### config.mk
export PLATFORM = sky130hd
export DESIGN_NAME = adc_frame_aligner
export DESIGN_NICKNAME = d
export VERILOG_FILES = /design/src/rtl/adc_frame_aligner.sv
export SDC_FILE = /design/constraint.sdc
export NUM_CORES = 1
export LEC_CHECK = 0
export BUFFER_PORTS_ARGS = -buffer_cell sky130_fd_sc_hd__clkbuf_2
export CORE_ASPECT_RATIO = 1.4
export CORE_UTILIZATION = 50
export DETAILED_ROUTE_END_ITERATION = 7
export PLACE_DENSITY = 0.77
export SYNTH_ARGS = -nofsm -noshare
export SYNTH_HDL_FRONTEND = slang
export SYNTH_SLANG_ARGS = --single-unit
### constraint.sdc
create_clock -name clk -period 1.4 [get_ports clk]
set_input_delay 0.28 -clock clk [delete_from_list [all_inputs] [get_ports clk]]
set_output_delay 0.28 -clock clk [all_outputs]
set_load 0.03 [all_outputs]
### src/rtl/adc_frame_aligner.sv
// adc_frame_aligner: deserializes the ADC bit stream, applies bitslips and checks the training word
module adc_frame_aligner #(
  parameter int               WIDTH     = 12,
  parameter logic [WIDTH-1:0] PATTERN   = 12'hFC0,
  parameter int               MATCH_CNT = 4
) (
  input  logic                     clk,
  input  logic                     rstb,
  input  logic                     din,
  input  logic                     din_en,
  input  logic                     bitsleep,
  input  logic                     clr,
  output logic [WIDTH-1:0]         word,
  output logic                     word_valid,
  output logic                     dch_ok,
  output logic [$clog2(WIDTH)-1:0] slip_cnt
);
  localparam int CW = $clog2(WIDTH);
  typedef enum logic [1:0] {HUNT, CHECK, LOCKED} state_t;
  state_t           state, state_nx;
  logic [3:0]       cnt, cnt_nx, inc;
  logic [WIDTH-1:0] sr, sr_nx;
  logic [CW-1:0]    bcnt;
  logic             pending, slip_acc, take, hit;
  assign slip_acc = bitsleep && !pending;
  assign take     = din_en && !pending;
  assign sr_nx    = {sr[WIDTH-2:0], din};
  assign dch_ok   = state == LOCKED;
  // Deserializer: a pending slip swallows the next qualified bit instead of shifting it
  always_ff @(posedge clk or negedge rstb) begin
    if (!rstb) begin
      sr         <= '0;
      bcnt       <= '0;
      word       <= '0;
      word_valid <= 1'b0;
      pending    <= 1'b0;
    end else begin
      word_valid <= 1'b0;
      if (slip_acc) pending <= 1'b1;
      else if (din_en && pending) pending <= 1'b0;
      if (take) begin
        sr <= sr_nx;
        bcnt <= (bcnt == CW'(WIDTH - 1)) ? '0 : bcnt + 1'b1;
        if (bcnt == CW'(WIDTH - 1)) begin
          word       <= sr_nx;
          word_valid <= 1'b1;
        end
      end
    end
  end
  // Slip counter: counts accepted slips modulo WIDTH, cleared by clr
  always_ff @(posedge clk or negedge rstb) begin
    if (!rstb) slip_cnt <= '0;
    else slip_cnt <= clr ? '0 : slip_acc ? ((slip_cnt == CW'(WIDTH - 1)) ? '0 : slip_cnt + 1'b1) : slip_cnt;
  end
  // Checker state register
  always_ff @(posedge clk or negedge rstb) begin
    if (!rstb) begin
      state <= HUNT;
      cnt   <= '0;
    end else begin
      state <= state_nx;
      cnt   <= cnt_nx;
    end
  end
  // Checker next state: clr and accepted slips override any word compare this cycle
  always_comb begin
    inc      = cnt + 4'd1;
    hit      = word == PATTERN;
    state_nx = state;
    cnt_nx   = cnt;
    if (clr || slip_acc) begin
      state_nx = HUNT;
      cnt_nx   = '0;
    end else if (word_valid) begin
      state_nx = !hit ? HUNT : (state == LOCKED || inc == 4'(MATCH_CNT)) ? LOCKED : CHECK;
      cnt_nx   = !hit ? '0 : (state == LOCKED) ? cnt : inc;
    end
  end
endmodule

# After elaboration in Yosys (flattened, before gate mapping)
# Cells that the tools add are included.
# Widths: inputs -> output; s select.
# totals
register_bits,39
in_bits,6
# classes
addsub,3
eq_ne,6
n_mux,16
n_reduce_logical,11
# op_table
operator,n
$mux 4,8
$add 4x1->4 const B,3
$eq 12x12->1 const B,1
$eq 4x4->1 const B,2
$mux 2,4
$reduce_bool 2->1,3
$eq 4x3->1 const B,1
$mux 1,4
$reduce_and 2->1,2
$logic_and 1x1->1,3
$ne 3x2->1 const B,1
$eq 2x2->1 const B,1
$logic_or 1x1->1,2
$logic_not 1->1,1

# Logic depth before layout (Yosys ltp)
# logic_depth
depth_word,7
mapped_depth,6

# Worst setup path after synthesis
# OpenSTA, ideal clock, no wires.
# synth_timing
path_kind,register to register
startpoint,register pending
endpoint,register word[10]
setup_ns,0.125
arrival_ns,1.461
required_time_ns,1.275
path_slack_ns,-0.186
path_stages_with_launch,7
path_buffers,2
synth_period_minus_slack_ns,1.586
path_cell_list,dfrtp_1 > nor2b_2 > buf_6 > nand2_4 > nor3b_4 > buf_8 > mux2_4
# synth_between
elab_chain_len,3
# synth_rtl
element,line,text
from (decl),24,"logic pending, slip_acc, take, hit;"
from (signal assigned),36,pending <= 1'b0;
from (signal assigned),39,if (slip_acc) pending <= 1'b1;
from (signal assigned),40,else if (din_en && pending) pending <= 1'b0;
$logic_not 1->1,26,assign take = din_en && !pending;
$logic_and 1x1->1,26,
$reduce_and 2->1 (no line),n/a,
to (signal assigned),45,word <= sr_nx;
to (decl),13,"output logic [WIDTH-1:0] word,"
# Every way passes these cells.
# A chain may end at the register's enable or synchronous reset.

# Final worst setup path
# layout_timing
startpoint,register pending
endpoint,register word[3]
# Same word-level chain as after synthesis.

==> results.toml <==
[layout]
fin_util = 0.668
drive_gt1_frac = 0.478
fin_area_um2 = 2260
antennaDiodeCount = 0
fin_nets = 193
layout_common_cells = "dfrtp_1 (37), clkbuf_2 (22), mux2_2 (14), nand2_1 (14), buf_4 (13)"
final_common_cell = "dfrtp_1"
syn2layout_area_growth_pct = 28.1

[status]
violations = "negative setup slack"
outcome = "finished with violations"

[cts]
clk_path_buf_depth = 2
tritoncts = "yes"
clk_pin_slew_ns = 0.07
cts_buffers = 5
root_buffer = "clkbuf_8"
cts_htree_levels = 2
clk_latency_ns = 0.30
cts_sinks = 39

[timing]
relSlewSlack = 0.706
max_freq_mhz = 655
hold_viol = 0
fin_crit_sh = 1.09
finalClockSkew_ns = 0.00668
maxSlewViolCount = 0
setup_tns_ns = -1.46
min_period_ns = 1.53
setup_viol = 17
worst_pin_slew_ns = 0.439
rsz0062_at_grt = "true"
fin_ws_ns = -0.127

[floorplan]
die_y_um = 72.2
core_um2 = 3380
pin_count = 24
die_w_um = 52.2
start_util = 0.521
rows = 25
die_area_um2 = 3770

[critical_path]
r2r_start = "pending"
critPathKind = "register to register"
crit_path_start_kind = "register"
end_kind = "register"
arrival_ns = 1.70
reg2regPathDepth = 5
reg2reg_slack_ns = -0.13
cp_max_fo = 13
rr_endpoint = "word[3]"
required_ns = 1.58

[synth]
ys.flop_type = "dfrtp_1"
ys_seq_area_frac = 0.554
synth_top_cells_by_area = "dfrtp_1 (55%), mux2_2 (10%), mux2_4 (6.8%)"
synth_area_leader_cell = "dfrtp_1"
synth_top_area_frac = 0.554
netlist_instances = 139
synth_nets = 149
ys_warn_count = 0
ys_types = 37
avgSynthCellArea_um2 = 12.7
netlist_area_um2 = 1760
synth_edf_count = 0
synth-seq-cells = 39
ys_async_sr_fraction = 1.00

[global_routing]
grt_pass1_vias = 1214
grtUsageTotal = 0.203
grt_max_degree = 40
overflow = 0
grt_pass1_wl_mm = 5.41
antenna_found_initial = 0

[power_and_ir_drop]
p_leak_nw = 1.06
irDropWorstVdd_v = 0.00126
power_density_nw_per_um2 = 1850
finalPower_mw = 4.18

[hold_path]
holdCritPathClass = "input port to register"
whs_endpoint = "pending"
whs_path_depth = 2
holdCritStartpoint = "din_en"

[detailed_routing]
ant_nets = 0
wire_per_inst_um = 15.1
viasPerCell = 5.37
vias = 1202
drt_pre_antenna_iters = 4
drt_iter0_markers = 15
drc = 0
totalWireLength_mm = 3.38

[placement]
dp_hpwl_mm = 2.31
place_area_um2 = 2040
numPortBuffers = 23
gp_congestion = 0.749

[flow_run]
cap_violations = 0
==> through the flow <==
stage	setup slack (ns)	instances	hold WS (ns)
after floorplan	-0.161	139	-0.0156
after CTS	-0.129	223	0.192
final	-0.127	224	0.189
after global routing	-0.199	224	0.207
after detailed placement	-0.131	214	0.266
after global placement	-0.0946	214	0.262
==> flip-flops by register name, indices dropped and copies added (netlist names) <==
signal	flops
cnt	4
sr	11
word_valid	1
word	12
bcnt	4
state	2
pending	1
slip_cnt	4
==> power by group <==
| group | switching (mW) | internal [mW] |
|---|---|---|
| combinational | 0.695 | 0.732 |
| clock | 0.399 | 0.530 |
| sequential | 0.325 | 1.50 |
| total | 1.42 | 2.76 |
==> cells in the mapped netlist (all sizes together) (2+ instances only) <==
cell type,n
a21oi,4
a22o,2
a31oi,2
buf,4
dfrtp,39
ha,4
inv,5
mux2,24
nand2,15
nand2b,2
nand3,3
nand4,2
nor2,4
nor3,4
o21ai,7
o22ai,2
==> area by class of cell <==
type	instances	area [µm²]
timing repair buffer	41	294
multi-input combinational	91	800
clock inverter	3	43.8
fill	254	1120
tap	40	50.0
inverter	5	21.3
sequential	39	978
clock buffer	5	68.8
==> cells by family (layout without fill, tap and decap cells) <==
group,count (synthesis),after routing,share of synthesized area
flip-flops,39,39,0.554
buffers and inverters,9,54,0.0312
adder cells (fa/ha/maj),4,4,0.0284
multiplexers,25,25,0.176
XOR/XNOR,2,2,0.00994
AND/OR/NAND/NOR,39,39,0.126
AO/OA/AOI/OAI,21,21,0.0739
==> per-layer routing <==
metal / GRT usage / wire length [µm] / vias up
met5: 0 / 0 / -
met4: 0.0789 / 68 / 0
met3: 0.0629 / 115 / 9
met2: 0.353 / 1820 / 28
met1: 0.226 / 1380 / 578
li1: - / - / 587
==> critical path: stages (launching register included) <==
cell,delay (ns)
dfrtp_1,0.41
nor2b_2,0.18
nand2_4,0.07
nor3b_4,0.23
buf_12,0.19
mux2_2,0.33
==> worst max-delay path by stage <==
stage            start  endpoint  slack [ns]  cells after the start
2_1_floorplan  pending  word[10]       -0.16                      6
3_3_place_gp   pending   word[3]       -0.09                      5
3_5_place_dp   pending   word[2]       -0.13                      5
4_1_cts        pending   word[3]       -0.13                      5
5_1_grt        pending   word[0]       -0.20                      5
6_report       pending   word[3]       -0.13                      5
==> repair_timing <==
action	CTS	global route
buffers inserted	0	1
resized for setup	7	11
pin swaps	4	6
hold buffers	1	0
setup endpoints to repair	19	21
endpoints found under the hold margin	39	0
Power figures use the tool's default switching activity.
